==> src/rtl/axi_arb_pkg.sv <==
// axi_arb_pkg: shared types for the AXI read arbiter.
// The payload struct is sized for the default ID/address widths of the arbiter.
package axi_arb_pkg;
    localparam int ID_W = 32;
    localparam int ADDR_W = 32;
    typedef enum logic [1:0] {BURST_FIXED = 2'd0, BURST_INCR = 2'd1, BURST_WRAP = 2'd2} burst_t;
    typedef enum logic [1:0] {RESP_OKAY = 2'd0, RESP_EXOKAY = 2'd1, RESP_SLVERR = 2'd2, RESP_DECERR = 2'd3} resp_t;
    typedef struct packed {
        logic [ID_W-1:0]   id;
        logic [ADDR_W-1:0] addr;
        logic [7:0]        len;
        logic [2:0]        size;
        burst_t            burst;
    } ar_payload_t;
    typedef enum logic {IDLE, SEND} ar_state_t;
endpackage

==> src/rtl/axi_if.sv <==
// axi_if: one AXI4 read port (AR + R channels).
interface axi_if #(
    parameter int ID_WIDTH = 32,
    parameter int ADDR_WIDTH = 32,
    parameter int DATA_WIDTH = 64
);
    logic                  arvalid;
    logic                  arready;
    logic [ID_WIDTH-1:0]   arid;
    logic [ADDR_WIDTH-1:0] araddr;
    logic [7:0]            arlen;
    logic [2:0]            arsize;
    logic [1:0]            arburst;
    logic                  rvalid;
    logic                  rready;
    logic [ID_WIDTH-1:0]   rid;
    logic [DATA_WIDTH-1:0] rdata;
    logic [1:0]            rresp;
    logic                  rlast;
    modport master (
        output arvalid, arid, araddr, arlen, arsize, arburst, rready,
        input  arready, rvalid, rid, rdata, rresp, rlast
    );
    modport slave (
        input  arvalid, arid, araddr, arlen, arsize, arburst, rready,
        output arready, rvalid, rid, rdata, rresp, rlast
    );
endinterface

==> src/rtl/rr_arbiter.sv <==
// rr_arbiter: combinational round-robin pick, first request at or after ptr.
module rr_arbiter #(
    parameter int N = 2,
    parameter int IDX_W = $clog2(N)
) (
    input  logic [N-1:0]     req,
    input  logic [IDX_W-1:0] ptr,
    output logic [N-1:0]     grant,
    output logic [IDX_W-1:0] idx,
    output logic             any
);
    logic [N-1:0]     rot;
    logic [IDX_W-1:0] off;
    logic [IDX_W:0]   sum;
    // rotate so the pointer position lands on bit 0, then take the lowest set bit
    assign rot = N'({req, req} >> ptr);
    always_comb begin
        off = '0;
        for (int k = N - 1; k >= 0; k--)
            if (rot[k]) off = IDX_W'(k);
    end
    assign sum   = {1'b0, ptr} + {1'b0, off};
    assign idx   = IDX_W'(int'(sum) >= N ? int'(sum) - N : int'(sum));
    assign any   = |req;
    assign grant = any ? N'(1) << idx : '0;
endmodule

==> src/rtl/axi_rd_arbiter.sv <==
// axi_rd_arbiter: shares one AXI4 read port among NUM_SRC requesters.
// Round-robin AR grant with registered payload, RID-indexed R routing, per-source throttle.
module axi_rd_arbiter
    import axi_arb_pkg::*;
#(
    parameter int NUM_SRC = 2,
    parameter int ADDR_WIDTH = 32,
    parameter int DATA_WIDTH = 64,
    parameter int ID_WIDTH = 32,
    parameter int MAX_OUTSTANDING = 8,
    localparam int IDX_W = $clog2(NUM_SRC),
    localparam int CNT_W = $clog2(MAX_OUTSTANDING + 1),
    localparam int S_ID_WIDTH = ID_WIDTH - IDX_W
) (
    input  logic                          sig_clock,
    input  logic                          sig_reset,
    input  logic [NUM_SRC-1:0]            s_arvalid,
    output logic [NUM_SRC-1:0]            s_arready,
    input  logic [NUM_SRC*S_ID_WIDTH-1:0] s_arid,
    input  logic [NUM_SRC*ADDR_WIDTH-1:0] s_araddr,
    input  logic [NUM_SRC*8-1:0]          s_arlen,
    input  logic [NUM_SRC*3-1:0]          s_arsize,
    input  logic [NUM_SRC*2-1:0]          s_arburst,
    output logic [NUM_SRC-1:0]            s_rvalid,
    input  logic [NUM_SRC-1:0]            s_rready,
    output logic [S_ID_WIDTH-1:0]         s_rid,
    output logic [DATA_WIDTH-1:0]         s_rdata,
    output logic [1:0]                    s_rresp,
    output logic                          s_rlast,
    axi_if.master                         m,
    output logic [NUM_SRC*CNT_W-1:0]      outstanding,
    output logic                          err_protocol
);
    ar_state_t                      state, state_d;
    ar_payload_t                    ar_q, ar_d;
    logic [IDX_W-1:0]               rr_ptr, win_q, win, r_idx;
    logic [NUM_SRC-1:0]             eligible, grant, inc, dec;
    logic [NUM_SRC-1:0][CNT_W-1:0]  cnt;
    logic                           any, accept, bad, beat_done;

    always_comb begin
        eligible = '0;
        for (int i = 0; i < NUM_SRC; i++)
            eligible[i] = s_arvalid[i] && (int'(cnt[i]) < MAX_OUTSTANDING);
    end

    rr_arbiter #(.N(NUM_SRC), .IDX_W(IDX_W)) u_rr (
        .req(eligible), .ptr(rr_ptr), .grant(grant), .idx(win), .any(any)
    );

    always_comb begin
        state_d   = state;
        s_arready = '0;
        m.arvalid = 1'b0;
        if (state == IDLE) begin
            s_arready = sig_reset ? '0 : grant;
            state_d   = any ? SEND : IDLE;
        end else begin
            m.arvalid = 1'b1;
            state_d   = m.arready ? IDLE : SEND;
        end
    end

    assign accept = (state == SEND) && m.arready;
    assign ar_d = '{
        id:    ID_W'({win, s_arid[int'(win)*S_ID_WIDTH +: S_ID_WIDTH]}),
        addr:  ADDR_W'(s_araddr[int'(win)*ADDR_WIDTH +: ADDR_WIDTH]),
        len:   s_arlen[int'(win)*8 +: 8],
        size:  s_arsize[int'(win)*3 +: 3],
        burst: burst_t'(s_arburst[int'(win)*2 +: 2])
    };

    always_ff @(posedge sig_clock or posedge sig_reset) begin
        if (sig_reset) begin
            state  <= IDLE;
            ar_q   <= '0;
            win_q  <= '0;
            rr_ptr <= '0;
        end else begin
            state <= state_d;
            if (state == IDLE && any) begin
                ar_q  <= ar_d;
                win_q <= win;
            end
            if (accept) rr_ptr <= (int'(win_q) == NUM_SRC - 1) ? '0 : win_q + IDX_W'(1);
        end
    end

    assign m.arid    = ar_q.id[ID_WIDTH-1:0];
    assign m.araddr  = ar_q.addr[ADDR_WIDTH-1:0];
    assign m.arlen   = ar_q.len;
    assign m.arsize  = ar_q.size;
    assign m.arburst = ar_q.burst;

    // an RID naming a nonexistent source is swallowed so the port cannot deadlock
    assign r_idx     = m.rid[ID_WIDTH-1 -: IDX_W];
    assign bad       = int'(r_idx) >= NUM_SRC;
    assign m.rready  = bad | s_rready[r_idx];
    assign s_rvalid  = (m.rvalid && !bad) ? NUM_SRC'(1) << r_idx : '0;
    assign s_rid     = m.rid[S_ID_WIDTH-1:0];
    assign s_rdata   = m.rdata;
    assign s_rresp   = m.rresp;
    assign s_rlast   = m.rlast;
    assign beat_done = m.rvalid && m.rready && m.rlast && !bad;

    always_comb begin
        inc = '0;
        dec = '0;
        for (int i = 0; i < NUM_SRC; i++) begin
            inc[i] = accept && (int'(win_q) == i);
            dec[i] = beat_done && (int'(r_idx) == i);
        end
    end

    always_ff @(posedge sig_clock or posedge sig_reset) begin
        if (sig_reset) begin
            cnt          <= '0;
            err_protocol <= 1'b0;
        end else begin
            if (m.rvalid && bad) err_protocol <= 1'b1;
            for (int i = 0; i < NUM_SRC; i++) begin
                if (inc[i] && !dec[i]) cnt[i] <= cnt[i] + CNT_W'(1);
                else if (dec[i] && !inc[i]) begin
                    if (cnt[i] == '0) err_protocol <= 1'b1;
                    else cnt[i] <= cnt[i] - CNT_W'(1);
                end
            end
        end
    end

    assign outstanding = cnt;
endmodule
==> src/flat_wrapper.sv <==
// flat-port wrapper written by rule: the top's interface ports become plain ports
module axi_rd_arbiter_flat import axi_arb_pkg::*;
#(
    parameter int NUM_SRC = 2,
    parameter int ADDR_WIDTH = 32,
    parameter int DATA_WIDTH = 64,
    parameter int ID_WIDTH = 32,
    parameter int MAX_OUTSTANDING = 8,
    localparam int IDX_W = $clog2(NUM_SRC),
    localparam int CNT_W = $clog2(MAX_OUTSTANDING + 1),
    localparam int S_ID_WIDTH = ID_WIDTH - IDX_W
)
  (sig_clock, sig_reset, s_arvalid, s_arready, s_arid, s_araddr, s_arlen, s_arsize, s_arburst, s_rvalid, s_rready, s_rid, s_rdata, s_rresp, s_rlast, outstanding, err_protocol, m_arvalid, m_arid, m_araddr, m_arlen, m_arsize, m_arburst, m_rready, m_arready, m_rvalid, m_rid, m_rdata, m_rresp, m_rlast);
  axi_if #(.ID_WIDTH(ID_WIDTH), .ADDR_WIDTH(ADDR_WIDTH), .DATA_WIDTH(DATA_WIDTH)) m_i ();
  input  logic sig_clock;
  input  logic sig_reset;
  input  logic [NUM_SRC-1:0] s_arvalid;
  output logic [NUM_SRC-1:0] s_arready;
  input  logic [NUM_SRC*S_ID_WIDTH-1:0] s_arid;
  input  logic [NUM_SRC*ADDR_WIDTH-1:0] s_araddr;
  input  logic [NUM_SRC*8-1:0] s_arlen;
  input  logic [NUM_SRC*3-1:0] s_arsize;
  input  logic [NUM_SRC*2-1:0] s_arburst;
  output logic [NUM_SRC-1:0] s_rvalid;
  input  logic [NUM_SRC-1:0] s_rready;
  output logic [S_ID_WIDTH-1:0] s_rid;
  output logic [DATA_WIDTH-1:0] s_rdata;
  output logic [1:0] s_rresp;
  output logic s_rlast;
  output logic [NUM_SRC*CNT_W-1:0] outstanding;
  output logic err_protocol;
  output wire logic [$bits(m_i.arvalid)-1:0] m_arvalid;
  output wire logic [$bits(m_i.arid)-1:0] m_arid;
  output wire logic [$bits(m_i.araddr)-1:0] m_araddr;
  output wire logic [$bits(m_i.arlen)-1:0] m_arlen;
  output wire logic [$bits(m_i.arsize)-1:0] m_arsize;
  output wire logic [$bits(m_i.arburst)-1:0] m_arburst;
  output wire logic [$bits(m_i.rready)-1:0] m_rready;
  input wire logic [$bits(m_i.arready)-1:0] m_arready;
  input wire logic [$bits(m_i.rvalid)-1:0] m_rvalid;
  input wire logic [$bits(m_i.rid)-1:0] m_rid;
  input wire logic [$bits(m_i.rdata)-1:0] m_rdata;
  input wire logic [$bits(m_i.rresp)-1:0] m_rresp;
  input wire logic [$bits(m_i.rlast)-1:0] m_rlast;
  assign m_arvalid = m_i.arvalid;
  assign m_arid = m_i.arid;
  assign m_araddr = m_i.araddr;
  assign m_arlen = m_i.arlen;
  assign m_arsize = m_i.arsize;
  assign m_arburst = m_i.arburst;
  assign m_rready = m_i.rready;
  assign m_i.arready = m_arready;
  assign m_i.rvalid = m_rvalid;
  assign m_i.rid = m_rid;
  assign m_i.rdata = m_rdata;
  assign m_i.rresp = m_rresp;
  assign m_i.rlast = m_rlast;
  axi_rd_arbiter #(.NUM_SRC(NUM_SRC), .ADDR_WIDTH(ADDR_WIDTH), .DATA_WIDTH(DATA_WIDTH), .ID_WIDTH(ID_WIDTH), .MAX_OUTSTANDING(MAX_OUTSTANDING)) u_core (.sig_clock(sig_clock), .sig_reset(sig_reset), .s_arvalid(s_arvalid), .s_arready(s_arready), .s_arid(s_arid), .s_araddr(s_araddr), .s_arlen(s_arlen), .s_arsize(s_arsize), .s_arburst(s_arburst), .s_rvalid(s_rvalid), .s_rready(s_rready), .s_rid(s_rid), .s_rdata(s_rdata), .s_rresp(s_rresp), .s_rlast(s_rlast), .m(m_i), .outstanding(outstanding), .err_protocol(err_protocol));
endmodule
==> config.mk <==
export PLATFORM = sky130hd
export DESIGN_NAME = axi_rd_arbiter_flat
export DESIGN_NICKNAME = d
export VERILOG_FILES = /design/src/rtl/axi_arb_pkg.sv /design/src/rtl/axi_if.sv /design/src/rtl/rr_arbiter.sv /design/src/rtl/axi_rd_arbiter.sv /design/src/flat_wrapper.sv
export SDC_FILE = /design/constraint.sdc
export NUM_CORES = 1
export LEC_CHECK = 0
export ABC_CLOCK_PERIOD_IN_PS = 4100
export BUFFER_PORTS_ARGS = -buffer_cell sky130_fd_sc_hd__buf_2
export CAP_MARGIN = 20
export CORE_AREA = 3 3 173 175
export CTS_CLUSTER_SIZE = 10
export DETAILED_ROUTE_END_ITERATION = 6
export DIE_AREA = 0 0 176 178
export GPL_ROUTABILITY_DRIVEN = 0
export PLACE_DENSITY = 0.44
export SYNTH_ARGS = -nofsm -noshare
export SYNTH_HDL_FRONTEND = slang
export SYNTH_HIERARCHICAL = 1
export SYNTH_SLANG_ARGS = --single-unit
==> constraint.sdc <==
create_clock -name sig_clock -period 4.1 [get_ports sig_clock]
set_clock_uncertainty 0.2 [all_clocks]
set_input_delay 0.615 -clock sig_clock [delete_from_list [all_inputs] [get_ports sig_clock]]
set_output_delay 0.615 -clock sig_clock [all_outputs]
set_load 0.005 [all_outputs]
; After elaboration in Yosys (flattened, before gate mapping)
; Index checks and enable logic that the tools add are counted.
[totals]
reg_bits = 89
input_bits = 259
wordCells = 88
[op_classes]
n_addsub = 7
mul = 2
n_lt_le_gt_ge = 4
eq_ne = 2
shift = 8
n_mux = 26
bitwise_logic = 3
reduce_logical = 25
[op_table]
columns = cell, count
row1 = $shiftx 64x7->32, 1
row2 = $shiftx 62x32->31, 1
row3 = $shiftx 6x32->3, 1
row4 = $mux 4, 6
row5 = $mux 1, 16
row6 = $shiftx 16x5->8, 1
row7 = $logic_and 1x1->1, 14
row8 = $add 4x1->4 const B, 2
row9 = $logic_not 4->1, 2
row10 = $lt 4x4->1 const B, 2
row11 = $mux 2, 4
row12 = $sub 4x1->4 const B, 2
row13 = $mul 1x5->6 const B, 1
row14 = $logic_not 1->1, 4
row15 = $ne 2x1->1 const B, 2
row16 = $reduce_and 2->1, 2
row17 = $reduce_bool 2->1, 2
row18 = $shiftx 4x3->2, 1
row19 = $shl 1x1->2 const A, 2
row20 = $shr 4x1->2, 1
row21 = $mul 1x2->3 const B, 1
row22 = $not 1->1, 3
row23 = $add 1x1->2, 1
row24 = $ge 2x2->1 const B, 1
row25 = other kinds (4), 4

; Logic depth before layout (Yosys ltp)
[logic_depth]
word_depth = 12
depth_mapped = 9
depth_no_buf = 9

; Cells and area by module
; The synthesis kept the hierarchy.
[by_module_without_submodules]
columns = module, n_inst, cells_per_inst, area_per_inst_um2
row1 = axi_rd_arbiter, 1, 511, 4984.8
row2 = rr_arbiter, 1, 6, 36.3

; Worst setup path before layout
; No wires, ideal clock.
[synth_timing]
path_kind = input to output
startpoint = input sig_reset
endpoint = output s_arready[0]
arrival_ns = 2.839
t_required_ns = 3.285
path_slack_ns = 0.446
stages = 2
n_path_buf = 0
path_cell_list = inv_1 and3_1
[synth_between]
elab_chain_len = 2
[synth_lines]
columns = element, line_no
row1 = "start, declared", flat_wrapper.sv:16  ; input logic sig_reset;
row2 = $mux 2, axi_rd_arbiter.sv:56  ; s_arready = sig_reset ? '0 : grant;
row3 = $mux 2, axi_rd_arbiter.sv:55  ; if (state == IDLE) begin
row4 = "end, declared", flat_wrapper.sv:18  ; output logic [NUM_SRC-1:0] s_arready;
; No other way between the ends.

; Final worst setup path
[layout_timing]
startpoint = input m_rid[31]
endpoint = register u_core.cnt (netlist bit u_core/outstanding[3])
[layout_between]
elab_chain_len = 9
word_cells_on_any_way = 13
cone_classes = eq/ne: 1 / mux: 3 / bitwise: 1 / reduce/logical: 8
[layout_lines]
columns = element, line_no
row1 = "start, declared", flat_wrapper.sv:41  ; input wire logic [$bits(m_i.rid)-1:0] m_rid;
row2 = $mux 1 (not written as such) (2 in a row), axi_rd_arbiter.sv:98  ; assign m.rready = bad | s_rready[r_idx];
row3 = $logic_and 1x1->1 (2 in a row), axi_rd_arbiter.sv:104  ; assign beat_done = m.rvalid && m.rready && m.rlast && !bad;
row4 = $logic_and 1x1->1 (*), axi_rd_arbiter.sv:111  ; dec[i] = beat_done && (int'(r_idx) == i);
row5 = $logic_not 1->1, axi_rd_arbiter.sv:122  ; if (inc[i] && !dec[i]) cnt[i] <= cnt[i] + CNT_W'(1);
row6 = $logic_and 1x1->1, axi_rd_arbiter.sv:122
row7 = $ne 2x1->1 (no line) or $reduce_bool 2->1 (tied branches), n/a
row8 = $reduce_and 2->1 (no line), n/a
row9 = "end signal, assigned by index", axi_rd_arbiter.sv:122
row10 = "end signal, assigned by index", axi_rd_arbiter.sv:125  ; else cnt[i] <= cnt[i] - CNT_W'(1);
row11 = "end, declared", axi_rd_arbiter.sv:38  ; logic [NUM_SRC-1:0][CNT_W-1:0] cnt;
; Every way passes the cells marked *; elsewhere a longest branch is shown, timed or not. The select of a mux whose other input is x is not followed.
; A chain may end at the register's enable or synchronous reset.

==> results.ini <==
[outcome]
outcome=complete, no violations

[die]
coreArea_um2=28600
start_util_pct=17.5
fp-row-count=62
chipHeight_um=178
pin_count=449
die_w_um=176
die_area_um2=31300

[timing]
worstMarginPinSlew_ns=0.640
grt_setup_unrepaired=no
slew_headroom_pct=57.3
finalHoldViolCount=0
finalCriticalPeriod_ns=2.64
fin_hold_ws_ns=0.138
fmax_mhz=379
timing.final.crit_share_pct=64.4
finalSetupViolCount=0
drv_slew=0
setup-tns-final_ns=0

[global_route]
grt_antenna_before_repair=0
grt_max_degree=73
track_usage_pct=8.83
grt_pass1_vias=3907
overflow=0
grt_pass1_wl_um=21200

[clocking]
path_clk_slew_ns=0.07
clock_latency_ns=0.34
htreeDepth=3
cts_setup_buffers=0
numCtsBuffers=9
post_cts_hold_buffer_count=0
cts_tree=yes
clock-root-buffer=clkbuf_16
clockBufferDepth=2
ctsResizeCount=0
clock_sinks=88

[pwr]
ir_worst_vdd_mv=0.231
powerDensity_nw_per_um2=702
leakagePower_nw=3.26

[critical_path]
cp_data_required_time_ns=4.13
r2r_setup_slack_ns=1.66
r2r-start=u_core/state
endpoint_kind=flop
r2r_cells=9
startpoint=m_rid[31]
cp-endpoint=u_core/outstanding[3]
critPathMaxFanout=5
worstPathArrival_ns=2.67
critPathKind=in -> reg
r2r-end=u_core/outstanding[3]
cp-start-kind=input pin

[logic_synthesis]
synthesis.area_um2=5020
synth.avg_cell_area_um2=9.71
synth.distinct_cells=33
ys_seq_area_share_pct=43.9
synth_nets=786
synth-main-ff-cell=dfrtp_1
yosysWarnings=6
syn_inst=517
synth_edf_count=0
synthArstFlopShare_pct=100
synth_seq_cells=88

[routing]
route.detailed.wl_per_inst_um=13.8
firstDrtPassIters=4
routed_wl_um=14500
antenna_left=0
drt_iter0_drc=108
vias=3917
drt-vias-per-instance=3.72
drc=0

[place]
dp_cells=1036
port_buffers=254
hpwl_um=11600

[flow_run]
drv_cap=0

[layout]
fillCellCount=3163
final_common_cell=buf_2
nets=932
diodes=0
layout-drive-gt1-share_pct=43.4
final_cells=1052
most-common-layout-cells=buf_2 (254), dfrtp_1 (88), nand2_1 (86)
area_growth_pct=25.4

[worst_hold_path]
hp-class=in -> async

==> how the worst min path moves through the flow <==
stage | endpoint | slack, ns | cells after the start
6_report | u_core/outstanding[1] | 0.14 | 2
5_1_grt | u_core/outstanding[1] | 0.18 | 2
4_1_cts | u_core/outstanding[1] | 0.16 | 2
3_5_place_dp | u_core/m.arid[18] | 0.26 | 2
3_3_place_gp | u_core/m.arid[30] | 0.26 | 2
2_1_floorplan | u_core/err_protocol | 0.27 | 1
==> area by class of cell <==
class | count | area [um^2] | area share, %
Clock buffer | 9 | 225 | 3.58
Clock inverter | 7 | 77.6 | 1.23
Inverter | 9 | 36.3 | 0.576
Multi-Input combinational cell | 296 | 1940 | 30.8
Sequential cell | 88 | 2200 | 35.0
Tap cell | 384 | 480 | 7.63
Timing Repair Buffer | 259 | 1330 | 21.2
==> registers in the layout (all words and copies together) (netlist names) <==
register / count
u_core/err_protocol: 1
u_core/m.araddr: 32
u_core/m.arburst: 2
u_core/m.arid: 32
u_core/m.arlen: 8
u_core/m.arsize: 3
u_core/outstanding: 8
u_core/rr_ptr: 1
u_core/state: 1
==> metrics by stage <==
step,util (%),area (um^2),setup slack [ns],total power [W]
3_3_place_gp,20.9,5990,1.13,0.00362
3_5_place_dp,20.9,5990,1.11,0.00365
5_1_grt,22.0,6290,1.36,0.00487
2_1_floorplan,-,5020,0.446,0.00286
4_1_cts,22.0,6290,1.49,0.00457
6_report,22.0,6290,1.46,0.00442
==> metal layers <==
| metal | part of all wire [%] | track usage, % | routed length [um] | vias to the layer above |
|---|---|---|---|---|
| met1 | 36 | 9.20 | 5300 | 1737 |
| met5 | 0 | 0 | 0 | - |
| met4 | 4.7 | 5.31 | 689 | 0 |
| li1 | - | - | - | 1923 |
| met3 | 10 | 3.28 | 1470 | 55 |
| met2 | 49 | 15.2 | 7060 | 202 |
==> critical path, cell delays in order <==
cell      delay [ns]
buf_2           0.12
nand2b_1        0.15
or2_2           0.31
ha_1            0.23
inv_1           0.14
ha_1            0.28
a21oi_1         0.20
a211oi_1        0.10
a31oi_1         0.18
mux2_2          0.35
==> power breakdown <==
part           internal, W  total [W]  switching [W]
logic             0.000927    0.00201        0.00108
clock network     0.000480   0.000863       0.000383
registers          0.00130    0.00155       0.000250
==> cell usage after synthesis (2+ instances only) <==
| cell | n | share of area (%) |
|---|---|---|
| a21oi_1 | 2 | 0.20 |
| ha_1 | 8 | 2.0 |
| or4_1 | 2 | 0.30 |
| fa_1 | 2 | 0.80 |
| buf_2 | 13 | 1.3 |
| mux2i_1 | 76 | 15 |
| a31oi_1 | 2 | 0.25 |
| nor2b_1 | 3 | 0.37 |
| nor2_2 | 2 | 0.25 |
| nand2_1 | 87 | 6.5 |
| xnor2_1 | 2 | 0.35 |
| nor2_1 | 7 | 0.52 |
| dfrtp_1 | 88 | 44 |
| o21ai_0 | 81 | 8.1 |
| inv_1 | 8 | 0.60 |
| nand3_1 | 3 | 0.30 |
| buf_4 | 101 | 15 |
| mux2_2 | 3 | 0.67 |
| a211oi_1 | 2 | 0.30 |
| and3_1 | 2 | 0.25 |
| or2_2 | 2 | 0.25 |
| clkbuf_1 | 10 | 0.75 |
==> cells by family (layout without fill, tap and decap cells) <==
family                     Yosys count  in the layout  share of synthesized area, %
buffers and inverters              133            284                          17.8
DFF                                 88             88                          43.9
AOI/OAI and AO/OA                   90             90                          9.42
xor gates and xnor gates             2              2                         0.349
muxes                               81             81                          16.3
and+or+nand+nor                    113            113                          9.42
adders and majority gates           10             10                          2.79
Power figures use the tool's default switching activity.
